==> src/rtl/score_pkg.sv <==
// rtl/score_pkg.sv - shared constants, BCD digit type and 5x5 glyph table for the score renderer
package score_pkg;

  localparam int GLYPH_W   = 5;
  localparam int GLYPH_H   = 5;
  localparam int CELL_BITS = 3;

  typedef logic [3:0] bcd_t;

  // Rows top to bottom, 5 bits per row, bit 4 of each row is the leftmost pixel.
  localparam logic [24:0] GLYPH_TABLE [10] = '{
    25'b11111_10001_10001_10001_11111,  // 0
    25'b01100_00100_00100_00100_11111,  // 1
    25'b11111_00001_11111_10000_11111,  // 2
    25'b11111_00001_11111_00001_11111,  // 3
    25'b10001_10001_11111_00001_00001,  // 4
    25'b11111_10000_11111_00001_11111,  // 5
    25'b11111_10000_11111_10001_11111,  // 6
    25'b11111_00001_00001_00001_00001,  // 7
    25'b11111_10001_11111_10001_11111,  // 8
    25'b11111_10001_11111_00001_11111   // 9
  };

endpackage

==> src/rtl/glyph_rom5x5.sv <==
// rtl/glyph_rom5x5.sv - combinational 5x5 glyph row lookup, blank for codes above 9 or rows above 4
module glyph_rom5x5
  import score_pkg::*;
(
  input  logic [3:0] digit,
  input  logic [2:0] row,
  output logic [4:0] row_bits
);

  logic [24:0] word;

  // Select the glyph word and slice out the requested row.
  always_comb begin
    word     = '0;
    row_bits = '0;
    if (digit <= 4'd9) begin
      word = GLYPH_TABLE[digit];
    end
    case (row)
      3'd0:    row_bits = word[24:20];
      3'd1:    row_bits = word[19:15];
      3'd2:    row_bits = word[14:10];
      3'd3:    row_bits = word[9:5];
      3'd4:    row_bits = word[4:0];
      default: row_bits = '0;
    endcase
  end

endmodule

==> src/rtl/bcd_score_renderer.sv <==
// rtl/bcd_score_renderer.sv - BCD score counter with frame-latched, scaled 5x5 glyph rendering (option: SCORE_LEADING_ZERO_BLANK_EN)
module bcd_score_renderer
  import score_pkg::*;
#(
  parameter int NUM_DIGITS = 4,
  parameter int X0         = 64,
  parameter int Y0         = 16,
  parameter int SCALE_LOG2 = 1
) (
  input  logic                    clk,
  input  logic                    reset,
  input  logic [15:0]             hpos,
  input  logic [15:0]             vpos,
  input  logic                    inc,
  input  logic [3:0]              inc_amt,
  input  logic                    clear,
  output logic [4*NUM_DIGITS-1:0] score_bcd,
  output logic                    overflow,
  output logic                    pixel
);

  localparam int          CELL = 8 << SCALE_LOG2;
  localparam logic [15:0] X_LO = 16'(X0);
  localparam logic [15:0] X_HI = 16'(X0 + NUM_DIGITS * CELL);
  localparam logic [15:0] Y_LO = 16'(Y0);
  localparam logic [15:0] Y_HI = 16'(Y0 + CELL);

  logic [4*NUM_DIGITS-1:0] sum_next;
  logic [4*NUM_DIGITS-1:0] shadow;
  logic                    carry_out;
  logic [3:0]              amt;
  logic [4:0]              dsum;
  logic                    carry;
  logic                    frame_latch;

  assign frame_latch = (hpos == 16'd0) && (vpos == 16'd0);

  // Ripple decimal add of the clamped increment across all digits.
  always_comb begin
    amt      = (inc_amt > 4'd9) ? 4'd9 : inc_amt;
    sum_next = '0;
    dsum     = '0;
    carry    = 1'b0;
    for (int i = 0; i < NUM_DIGITS; i++) begin
      dsum = {1'b0, score_bcd[4*i +: 4]} + {4'b0, carry} + ((i == 0) ? {1'b0, amt} : 5'd0);
      if (dsum >= 5'd10) begin
        dsum  = dsum - 5'd10;
        carry = 1'b1;
      end else begin
        carry = 1'b0;
      end
      sum_next[4*i +: 4] = dsum[3:0];
    end
    carry_out = carry;
  end

  // Live score and sticky overflow; clear beats a simultaneous add.
  always_ff @(posedge clk) begin
    if (reset || clear) begin
      score_bcd <= '0;
      overflow  <= 1'b0;
    end else if (inc) begin
      score_bcd <= sum_next;
      if (carry_out) overflow <= 1'b1;
    end
  end

  // Display copy taken only at the frame origin so a frame never tears.
  always_ff @(posedge clk) begin
    if (reset)            shadow <= '0;
    else if (frame_latch) shadow <= score_bcd;
  end

`ifdef SCORE_LEADING_ZERO_BLANK_EN
  logic [NUM_DIGITS-1:0] blank_next;
  logic [NUM_DIGITS-1:0] blank;
  logic                  nonzero_seen;

  // A digit is blank while every digit above and including it is zero; digit 0 never blanks.
  always_comb begin
    blank_next   = '0;
    nonzero_seen = 1'b0;
    for (int i = NUM_DIGITS - 1; i >= 1; i--) begin
      if (score_bcd[4*i +: 4] != 4'd0) nonzero_seen = 1'b1;
      blank_next[i] = !nonzero_seen;
    end
  end

  // Blank mask travels with the shadow so both describe the same frame.
  always_ff @(posedge clk) begin
    if (reset)            blank <= '0;
    else if (frame_latch) blank <= blank_next;
  end
`else
  logic [NUM_DIGITS-1:0] blank;
  assign blank = '0;
`endif

  logic [5:0] rx;
  logic [2:0] ry;
  logic       in_region;

  assign rx        = 6'((hpos - X_LO) >> SCALE_LOG2);
  assign ry        = 3'((vpos - Y_LO) >> SCALE_LOG2);
  assign in_region = (hpos >= X_LO) && (hpos < X_HI) && (vpos >= Y_LO) && (vpos < Y_HI);

  logic       s1_in_region;
  logic [2:0] s1_cell;
  logic [2:0] s1_xofs;
  logic [2:0] s1_yofs;

  // Stage 1: register region membership and cell-relative coordinates.
  always_ff @(posedge clk) begin
    if (reset) begin
      s1_in_region <= 1'b0;
      s1_cell      <= '0;
      s1_xofs      <= '0;
      s1_yofs      <= '0;
    end else begin
      s1_in_region <= in_region;
      s1_cell      <= rx[CELL_BITS +: 3];
      s1_xofs      <= rx[CELL_BITS-1:0];
      s1_yofs      <= ry;
    end
  end

  bcd_t       digit_sel;
  logic       blank_sel;
  logic [4:0] row_bits;
  logic [4:0] row_shift;

  // Cell 0 is leftmost and therefore shows the most significant digit.
  always_comb begin
    digit_sel = '0;
    blank_sel = 1'b0;
    for (int i = 0; i < NUM_DIGITS; i++) begin
      if (s1_cell == 3'(NUM_DIGITS - 1 - i)) begin
        digit_sel = shadow[4*i +: 4];
        blank_sel = blank[i];
      end
    end
  end

  glyph_rom5x5 u_rom (
    .digit    (digit_sel),
    .row      (s1_yofs),
    .row_bits (row_bits)
  );

  // Shifting left by xofs brings column xofs into bit 4; columns 5..7 shift out to zero.
  assign row_shift = row_bits << s1_xofs;

  // Stage 2: final pixel decision.
  always_ff @(posedge clk) begin
    if (reset) pixel <= 1'b0;
    else       pixel <= s1_in_region && !blank_sel && (s1_xofs < 3'(GLYPH_W))
                        && (s1_yofs < 3'(GLYPH_H)) && row_shift[4];
  end

endmodule
==> config.mk <==
export PLATFORM = sky130hd
export DESIGN_NAME = bcd_score_renderer
export DESIGN_NICKNAME = d
export VERILOG_FILES = /design/src/rtl/score_pkg.sv /design/src/rtl/glyph_rom5x5.sv /design/src/rtl/bcd_score_renderer.sv
export SDC_FILE = /design/constraint.sdc
export NUM_CORES = 1
export LEC_CHECK = 0
export ABC_CLOCK_PERIOD_IN_PS = 8150
export CORE_MARGIN = 8
export CORE_UTILIZATION = 39
export CTS_BUF_LIST = sky130_fd_sc_hd__clkbuf_8
export CTS_CLUSTER_DIAMETER = 30
export CTS_CLUSTER_SIZE = 28
export DETAILED_ROUTE_END_ITERATION = 8
export GPL_ROUTABILITY_DRIVEN = 0
export SLEW_MARGIN = 30
export SYNTH_ARGS = -nofsm -noshare
export SYNTH_HDL_FRONTEND = slang
export SYNTH_HIERARCHICAL = 1
export SYNTH_SLANG_ARGS = --single-unit
export TNS_END_PERCENT = 20
==> constraint.sdc <==
create_clock -name clk -period 8.15 [get_ports clk]
set_input_delay 1.63 -clock clk [delete_from_list [all_inputs] [get_ports clk]]
set_output_delay 1.63 -clock clk [all_outputs]
set_load 0.02 [all_outputs]
==> metrics <==
wl on met1 3058 um; Cell Area, Synth 0.002826 mm^2; die area 0.01023 mm^2; Peak VDD IR 0.08039 mV; initial antenna violation count 0; R2R Setup Slk 2.11 ns; post-synthesis sequential area ratio 0.3116; CORE AREA 0.007137 mm^2; die width 101.1 um; endpoints failing setup 0; HP Class flip-flop to flip-flop; Layout fillers 726; Rel. slew slack 0.4546; Buffers on Ports 57; most common cell after layout, fill and taps aside clkdlybuf4s50_1; routed wl met3 286 um; Crit. End Element flip-flop; clk_lat worst skew 0.29 ns; syn_nets 372; number of synthesized flops with an enable pin 0; Worst path top cell family by delay adder cells; max incr delay on CP 0.41 ns; multi-input logic area 0.001814 mm^2; flops & latches, synth 44; wire length per cell 14.08 um; switching portion of total power 0.2567; global route overflow 0; total power draw 0.4251 mW; synth warn 6; Crit path required time 8.38 ns; Final HPWL DP 5089 um; Via density 5.251; Pre-Repair DR Iteration Count 4; Tmin final 7.666 ns; Gate power share 0.168; first-pass GRT wire length 10,840 um; r2r startpoint score_bcd[0]$_SDFFE_PP0P_; post-synthesis cell count 312; Leak 1.271 nW; Total Routing Usage GR 0.1291; hold slack 0.4797 ns; worst slew pin tran 0.8151 ns; Final Hold Vio Count 0; layout cells sized above 1 0.07713; Max-Cap Viols 0; Final Slew Violations 0; Reg2Reg Depth 29; post-route antenna net violation count 0; RSZ-0062 raised after global routing no; Most common cell on crit path ha_1; clk buf depth 2; Data arrival, critical path 7.89 ns; clk_skew 0.006641 ns; DRC 0; top sig layer met4; Syn Area/Cell 9.059 um^2; Flop pwr share 0.531; CP Max Fanout 5; largest net degree at the start of global routing 34; Worst-path clk slew 0.08 ns; H-tree levels 2; post-route setup slack 0.4839 ns; most frequent cells in the layout 55 x clkdlybuf4s50_1, 44 x dfxtp_1, 30 x nor2_1; Die Y-Extent 101.1 um; P&R area growth vs syn 24.83%; CP max stage cell clkdlybuf4s50_1; min-delay src s1_in_region$_SDFF_PP0_; dpl ws -0.1327 ns; clock root buffer clkbuf_8; Nets 423; number of I/O pins 58; R2R Path End score_bcd[14]$_SDFFE_PP0P_; CTS tree yes; CP startpoint kind primary input; clock sinks 44; hold path depth 1; Routed Wire Length 6506 um; Setup CP Type primary input to flip-flop; synth unique cells 57; hold path endpoint pixel$_SDFF_PP0_; status finished, final reports clean; CTS Buf Count 5; Worst Path Buf+Inv 3; Post-synth top flop dfxtp_1; Register Area 880.8 um^2; n_diodes 0; fmax 130.4 MHz; ys async rst share 0; vias 2,426; count of standard-cell rows 31; Int Pwr 0.3160 mW; PwrDens 120.5 mW/mm^2; fin crit share 0.9406; Psw 0.1091 mW; Post-CTS Hold Buffers 0; clock share of power 0.301; vias in the first global route 2,395; met2 WL post-DR 3054 um; DR iter-0 viols 86; starting density of the core 0.3960
==> cells in the mapped netlist (2+ instances only) <==
library cell	count	area share
o22ai_1	2	0.0044
a22oi_1	2	0.0053
o211ai_1	5	0.013
xor2_1	4	0.012
and3b_1	3	0.0093
a211oi_1	3	0.0080
nand3b_1	6	0.016
buf_2	2	0.0035
dfxtp_1	44	0.31
nor2_1	30	0.040
nand3_1	10	0.018
nor4_2	3	0.013
o21ai_0	14	0.025
or2_2	2	0.0044
a211o_1	2	0.0062
nand2_1	14	0.019
buf_6	2	0.0080
o31ai_1	3	0.0080
xnor2_1	5	0.015
nand2b_1	12	0.027
mux2i_1	21	0.074
a31oi_1	2	0.0044
o31a_1	4	0.012
inv_1	15	0.020
nor4_1	6	0.013
nor2b_1	17	0.038
mux4_2	5	0.040
nor3_1	2	0.0035
o21bai_1	3	0.0080
nand4_1	2	0.0044
nor3b_1	5	0.013
ha_1	19	0.084
a21oi_1	12	0.021
clkbuf_1	8	0.011
==> routing by layer <==
layer | up-vias | GRT usage
met5 | - | 0
met4 | 0 | 0.04582
met3 | 11 | 0.02955
met2 | 64 | 0.2186
met1 | 1119 | 0.1561
li1 | 1232 | -
==> worst reg2reg max path, delay by kind of cell (launching register included) <==
family | cells | cell delay, ns
AND/OR/NAND/NOR | 3 | 0.60
buffers and inverters | 2 | 0.15
XOR/XNOR | 4 | 0.69
adder cells (fa/ha/maj) | 12 | 2.87
flip-flops | 1 | 0.35
AO/OA/AOI/OAI | 8 | 1.33
==> flip-flops by register name, summed over array words and instances, names as in the netlist <==
signal,count
pixel,1
s1_in_region,1
s1_yofs,3
overflow,1
score_bcd,16
s1_cell,3
s1_xofs,3
shadow,16
==> power by group through the flow <==
stage          combinational [mW]  clock [mW]  sequential [mW]
2_1_floorplan              0.0404           0            0.231
3_3_place_gp               0.0717           0            0.231
3_5_place_dp               0.0711           0            0.231
4_1_cts                    0.0715       0.134            0.226
5_1_grt                    0.0794       0.140            0.227
6_report                   0.0714       0.128            0.226
==> repair_timing <==
item,in CTS,in global routing
buffers inserted,0,0
endpoints found under the setup margin,0,4
gates resized for setup,0,6
==> stage by stage <==
| stage | utilization | instances | setup TNS [ns] | cell area [um^2] |
|---|---|---|---|---|
| global placement | 0.4798 | 454 | 0 | 3425 |
| finish | 0.4944 | 462 | 0 | 3528 |
| floorplan | - | 312 | 0 | 2826 |
| global route | 0.4944 | 462 | 0 | 3528 |
| detailed placement | 0.4784 | 454 | -0.3500 | 3415 |
| CTS | 0.4893 | 461 | 0 | 3492 |
==> worst max-delay path by stage <==
stage,cells after the start,slack [ns],start,end
floorplan,31,0.94,inc_amt[2],score_bcd[14]$_SDFFE_PP0P_
global placement,32,0.20,inc_amt[2],score_bcd[13]$_SDFFE_PP0P_
detailed placement,32,-0.13,inc_amt[2],score_bcd[14]$_SDFFE_PP0P_
CTS,32,0.17,inc_amt[2],score_bcd[14]$_SDFFE_PP0P_
global route,32,0.03,inc_amt[2],score_bcd[14]$_SDFFE_PP0P_
finish,32,0.48,inc_amt[2],score_bcd[14]$_SDFFE_PP0P_
==> area by class of cell <==
class,count,area share
multi-input combinational,239,0.5142
sequential,44,0.2496
timing repair buffer,58,0.1631
tap,99,0.03511
clock buffer,5,0.01950
inverter,15,0.01596
clock inverter,2,0.002482
==> kinds of logic after synthesis <==
kind of cell,count (synthesis),synth area share
compound gates,66,0.1633
buf+inv,29,0.05400
simple gates,117,0.2337
flops,44,0.3116
xor+xnor,9,0.02789
mux,27,0.1182
fa+ha+maj,20,0.09119
No activity file was read; power rests on OpenSTA's default activity.
==> RTL change 1: new RTL, config.mk and constraints unchanged <==
`NUM_DIGITS`: 4 -> 3.
--- a/src/rtl/bcd_score_renderer.sv
+++ b/src/rtl/bcd_score_renderer.sv
@@ -2,7 +2,7 @@
 module bcd_score_renderer
   import score_pkg::*;
 #(
-  parameter int NUM_DIGITS = 4,
+  parameter int NUM_DIGITS = 3,
   parameter int X0         = 64,
   parameter int Y0         = 16,
   parameter int SCALE_LOG2 = 1
Ports: changed (resized score_bcd); port bits go from 58 to 54. No check against the original RTL was run, so the function may have changed too.
==> RTL change 1 against the unedited design <==
Total power down 10%. Largest power group unchanged. Clock skew is 0.0050 ns higher. Global-route usage grew 0.54 points. Highest routed layer unchanged. First-iteration DRC count decreased by 3.5%. Area after synthesis is 17% lower. Routed wire length down 10%. Clock power hardly changed. Sequential share of layout area fell by 1.1 points. Sequential power fell by 18%. Final area decreased by 14%. Sequential cell count down 8. Synthesized cell count fell by 11%. Setup slack gained 0.46 ns. Largest cell class unchanged.
==> RTL change 1: results (changes against the unedited design) <==
gr usage total = 0.135 (+0.00540)
final wirelength = 5830 um (-10%)
share of cells above drive strength 1 = 0.0550 (-0.0221)
number of global-route vias before repair = 2053 (-14%)
setup TNS = 0 ns (unchanged)
met1 WL = 2650 um (-13%)
sequential area share after synthesis = 0.307 (-0.00461)
vias per inst = 5.34 (+1.8%)
Critical Path AT = 7.43 ns (-0.46 ns)
reg2reg path depth = 23 (-21%)
Regs by FF count = score_bcd (12), shadow (12)
RR Endpoint = score_bcd[10]
Synth Area in Adders = 0.0938 (+0.00263)
fin nets = 383 (-9.5%)
drt wl/cell = 14.5 um (+2.9%)
Hold Path Stages = 1 (unchanged)
Compound-Gate Fraction of Synth Area = 0.182 (+0.0184)
Hold EP = pixel
Most used DFF post-synth = dfxtp_1
first-pass GRT wire length = 9660 um (-11%)
Setup Slack @ Placement = 0.714 ns (+0.847 ns)
drt first-iter violations = 83 (-3.5%)
highest metal used = met4
Ant. Diodes = 0 (unchanged)
Static Leak = 1.13 nW (-11%)
Worst-path clk slew = 0.07 ns
worst vdd ir = 0.0000620 V (-23%)
GRT met2 Usage = 0.230 (+0.0117)
synth cell count leaders = dfxtp_1 (36), nor2_1 (30), mux2i_1 (22)
xor and xnor area share after synthesis = 0.0187 (-0.00923)
htree depth = 2 (unchanged)
met1 usage = 0.166 (+0.00981)
worst slew pin tran = 0.812 ns (-0.00308 ns)
total length of routed met2 wires = 2890 um (-5.3%)
mux contribution to synthesized area = 0.113 (-0.00519)
TritonRoute pass-1 iters = 4 (unchanged)
Crit Path Max Fanout = 5 (unchanged)
port bufs = 53 (-7.0%)
YS warnings = 6 (unchanged)
Setup Buffers After CTS = 0 (unchanged)
Hold Path Class = flop to flop
clock tree buffer depth = 2 (unchanged)
number of distinct library cells after synthesis = 58 (+1.8%)
status = finished clean
area of placed instances = 2930 um^2 (-14%)
Synth Net Count = 334 (-10%)
metal3 WL = 224 um (-22%)
Avg Synthesized Cell Area = 8.47 um^2 (-6.5%)
HP Start = s1_in_region
number of gates resized after CTS = 0 (unchanged)
DP Wirelength = 4590 um (-9.8%)
worst r2r src = score_bcd[0]
met3 track demand over resource = 0.0288 (-0.000707)
FFs w/ async S/R, synth = 0 (unchanged)
Cells after DPL = 394 (-13%)
FF-to-FF setup slack = 2.53 ns (+0.42 ns)
clk_skew = 0.0117 ns (+0.00503 ns)
Min Hold Slack = 0.458 ns (-0.0220 ns)
synth top area cells = dfxtp_1 (31%), mux2i_1 (9.4%), ha_1 (8.5%), nor2_1 (4.8%), nor2b_1 (3.5%)
largest net degree at the start of global routing = 26 (-24%)
[RTL change 1: cell types whose count changed after synthesis, sizes merged, moves of 5 or more]
cell / delta
dfxtp: -8
nand3b: -5
nand2b: -5
o21ai: -5
[RTL change 1: cell type report]
type | count | area (um^2)
inverters | 13 | 48.8
multi-input cells | 215 | 1520
repair buffers | 55 | 546
clock buffers | 6 | 82.6
clock inverters | 2 | 7.51
well taps | 75 | 93.8
flip-flops and latches | 36 | 721
fillers | 592 | 2870
[RTL change 1: power breakdown]
part | leakage (nW) | switching [W] | internal (W)
combinational | 0.779 | 0.0000289 | 0.0000389
sequential | 0.293 | 0.00000626 | 0.000180
clock | 0.0538 | 0.0000616 | 0.0000664
total | 1.13 | 0.0000967 | 0.000285
[RTL change 1: worst max path at each step]
stage / end / slack (ns) / cells after the start
5_1_grt: score_bcd[10] / 0.54 / 26
2_1_floorplan: score_bcd[10] / 1.71 / 25
3_3_place_gp: score_bcd[10] / 0.98 / 26
6_report: score_bcd[10] / 0.95 / 26
4_1_cts: score_bcd[10] / 1.00 / 26
3_5_place_dp: score_bcd[10] / 0.71 / 26
[RTL change 1: worst max-delay path: stages]
cell	delay (ns)
clkdlybuf4s50_1	0.41
o21ai_0	0.17
nand2b_1	0.07
ha_1	0.20
fa_1	0.41
xor2_1	0.21
inv_1	0.07
ha_1	0.22
o221ai_1	0.15
o311a_1	0.15
or2_2	0.31
ha_1	0.20
ha_1	0.23
xnor2_1	0.16
ha_1	0.25
o31a_1	0.11
o2bb2ai_1	0.39
ha_1	0.29
ha_1	0.23
xor2_1	0.24
inv_1	0.07
ha_1	0.26
o31ai_2	0.11
a41oi_1	0.22
or4_1	0.52
a21oi_1	0.14
==> RTL change 2: new RTL, config.mk and constraints unchanged <==
Made on the original files. Register the output `pixel` once more, with the module's reset; this adds one clock of latency there. The other outputs are not delayed to match.
--- a/src/rtl/bcd_score_renderer.sv
+++ b/src/rtl/bcd_score_renderer.sv
@@ -24,6 +24,8 @@
   localparam logic [15:0] X_HI = 16'(X0 + NUM_DIGITS * CELL);
   localparam logic [15:0] Y_LO = 16'(Y0);
   localparam logic [15:0] Y_HI = 16'(Y0 + CELL);
+
+  logic pixel_s0;
 
   logic [4*NUM_DIGITS-1:0] sum_next;
   logic [4*NUM_DIGITS-1:0] shadow;
@@ -152,9 +154,17 @@
 
   // Stage 2: final pixel decision.
   always_ff @(posedge clk) begin
-    if (reset) pixel <= 1'b0;
-    else       pixel <= s1_in_region && !blank_sel && (s1_xofs < 3'(GLYPH_W))
+    if (reset) pixel_s0 <= 1'b0;
+    else       pixel_s0 <= s1_in_region && !blank_sel && (s1_xofs < 3'(GLYPH_W))
                         && (s1_yofs < 3'(GLYPH_H)) && row_shift[4];
   end
 
+  always_ff @(posedge clk) begin
+    if (reset) begin
+      pixel <= '0;
+    end else begin
+      pixel <= pixel_s0;
+    end
+  end
+
 endmodule
Function: changed (Yosys sat finds a counterexample within 4 cycles, from zero or initial values and one cycle with reset high).
==> RTL change 2 against the unedited design <==
Hold slack worse by 0.026 ns. Register-to-register slack better by 0.05 ns. Setup slack better by 0.065 ns. Utilization is 0.13 points higher. Routed wire length is 0.80% higher. Global-route usage is 0.54 points higher. Via count is 0.62% higher. Combinational power is 3% higher. Final area is 0.82% higher. Sequential cell count is 1 higher. Total power is 2.5% higher. Count of clock-buffer cells in the layout stayed put. Area after synthesis is 0.97% higher.
==> RTL change 2: results (changes against the unedited design) <==
status = finished clean
Slowest-stage cell, CP = fa_1
fin nets = 425 (+0.47%)
first-pass GRT wire length = 11300 um (+4.2%)
number of global-route vias before repair = 2403 (+0.33%)
Synth Area in Adders = 0.0903 (-0.000880)
met3 track demand over resource = 0.0405 (+0.0110)
worst vdd ir = 0.0000568 V (-29%)
area of placed instances = 3450 um^2 (+1.0%)
DP Wirelength = 5020 um (-1.4%)
post-route insts no fill = 465 (+0.65%)
Setup Slack @ Placement = -0.0175 ns (+0.115 ns)
Cells after DPL = 456 (+0.44%)
Power Sequential = 0.000231 W (+2%)
Min Hold Slack = 0.453 ns (-0.0265 ns)
HP Start = pixel_s0
share of cells above drive strength 1 = 0.0710 (-0.00610)
xor and xnor area share after synthesis = 0.0276 (-0.000269)
vias per inst = 5.25 (about the same)
Static Leak = 1.28 nW (+0.54%)
mux contribution to synthesized area = 0.117 (-0.00114)
synth cell count leaders = dfxtp_1 (45), nor2_1 (30), mux2i_1 (21)
GRT met2 Usage = 0.207 (-0.0114)
synth top area cells = dfxtp_1 (32%), ha_1 (8.3%), mux2i_1 (7.4%), mux4_2 (3.9%), nor2_1 (3.9%)
Synth Net Count = 373 (+0.27%)
[RTL change 2: path summary, 6_finish.rpt]
path         depth (start not counted)            end
max                                 32  score_bcd[13]
min                                  1          pixel
max reg2reg                         29  score_bcd[13]
min reg2reg                          1          pixel
[RTL change 2: layout make-up]
| cell class | instances | area [um^2] | share of cell area |
|---|---|---|---|
| Timing Repair Buffer | 59 | 583 | 0.164 |
| Multi-Input combinational cell | 241 | 1820 | 0.512 |
| Inverter | 13 | 48.8 | 0.0137 |
| Sequential cell | 45 | 901 | 0.253 |
| Clock buffer | 5 | 68.8 | 0.0193 |
| Tap cell | 99 | 124 | 0.0348 |
| Clock inverter | 3 | 11.3 | 0.00317 |
[RTL change 2: metal layers]
metal / vias to the layer above / share of wire
met5: - / 0
met4: 0 / 0.013
met3: 7 / 0.063
met2: 65 / 0.44
met1: 1132 / 0.49
li1: 1237 / -
[RTL change 2: what timing repair did]
action | 4_1_cts | 5_1_grt
setup buffers | 0 | 0
gates resized for setup | 0 | 4
endpoints found under the setup margin | 0 | 3
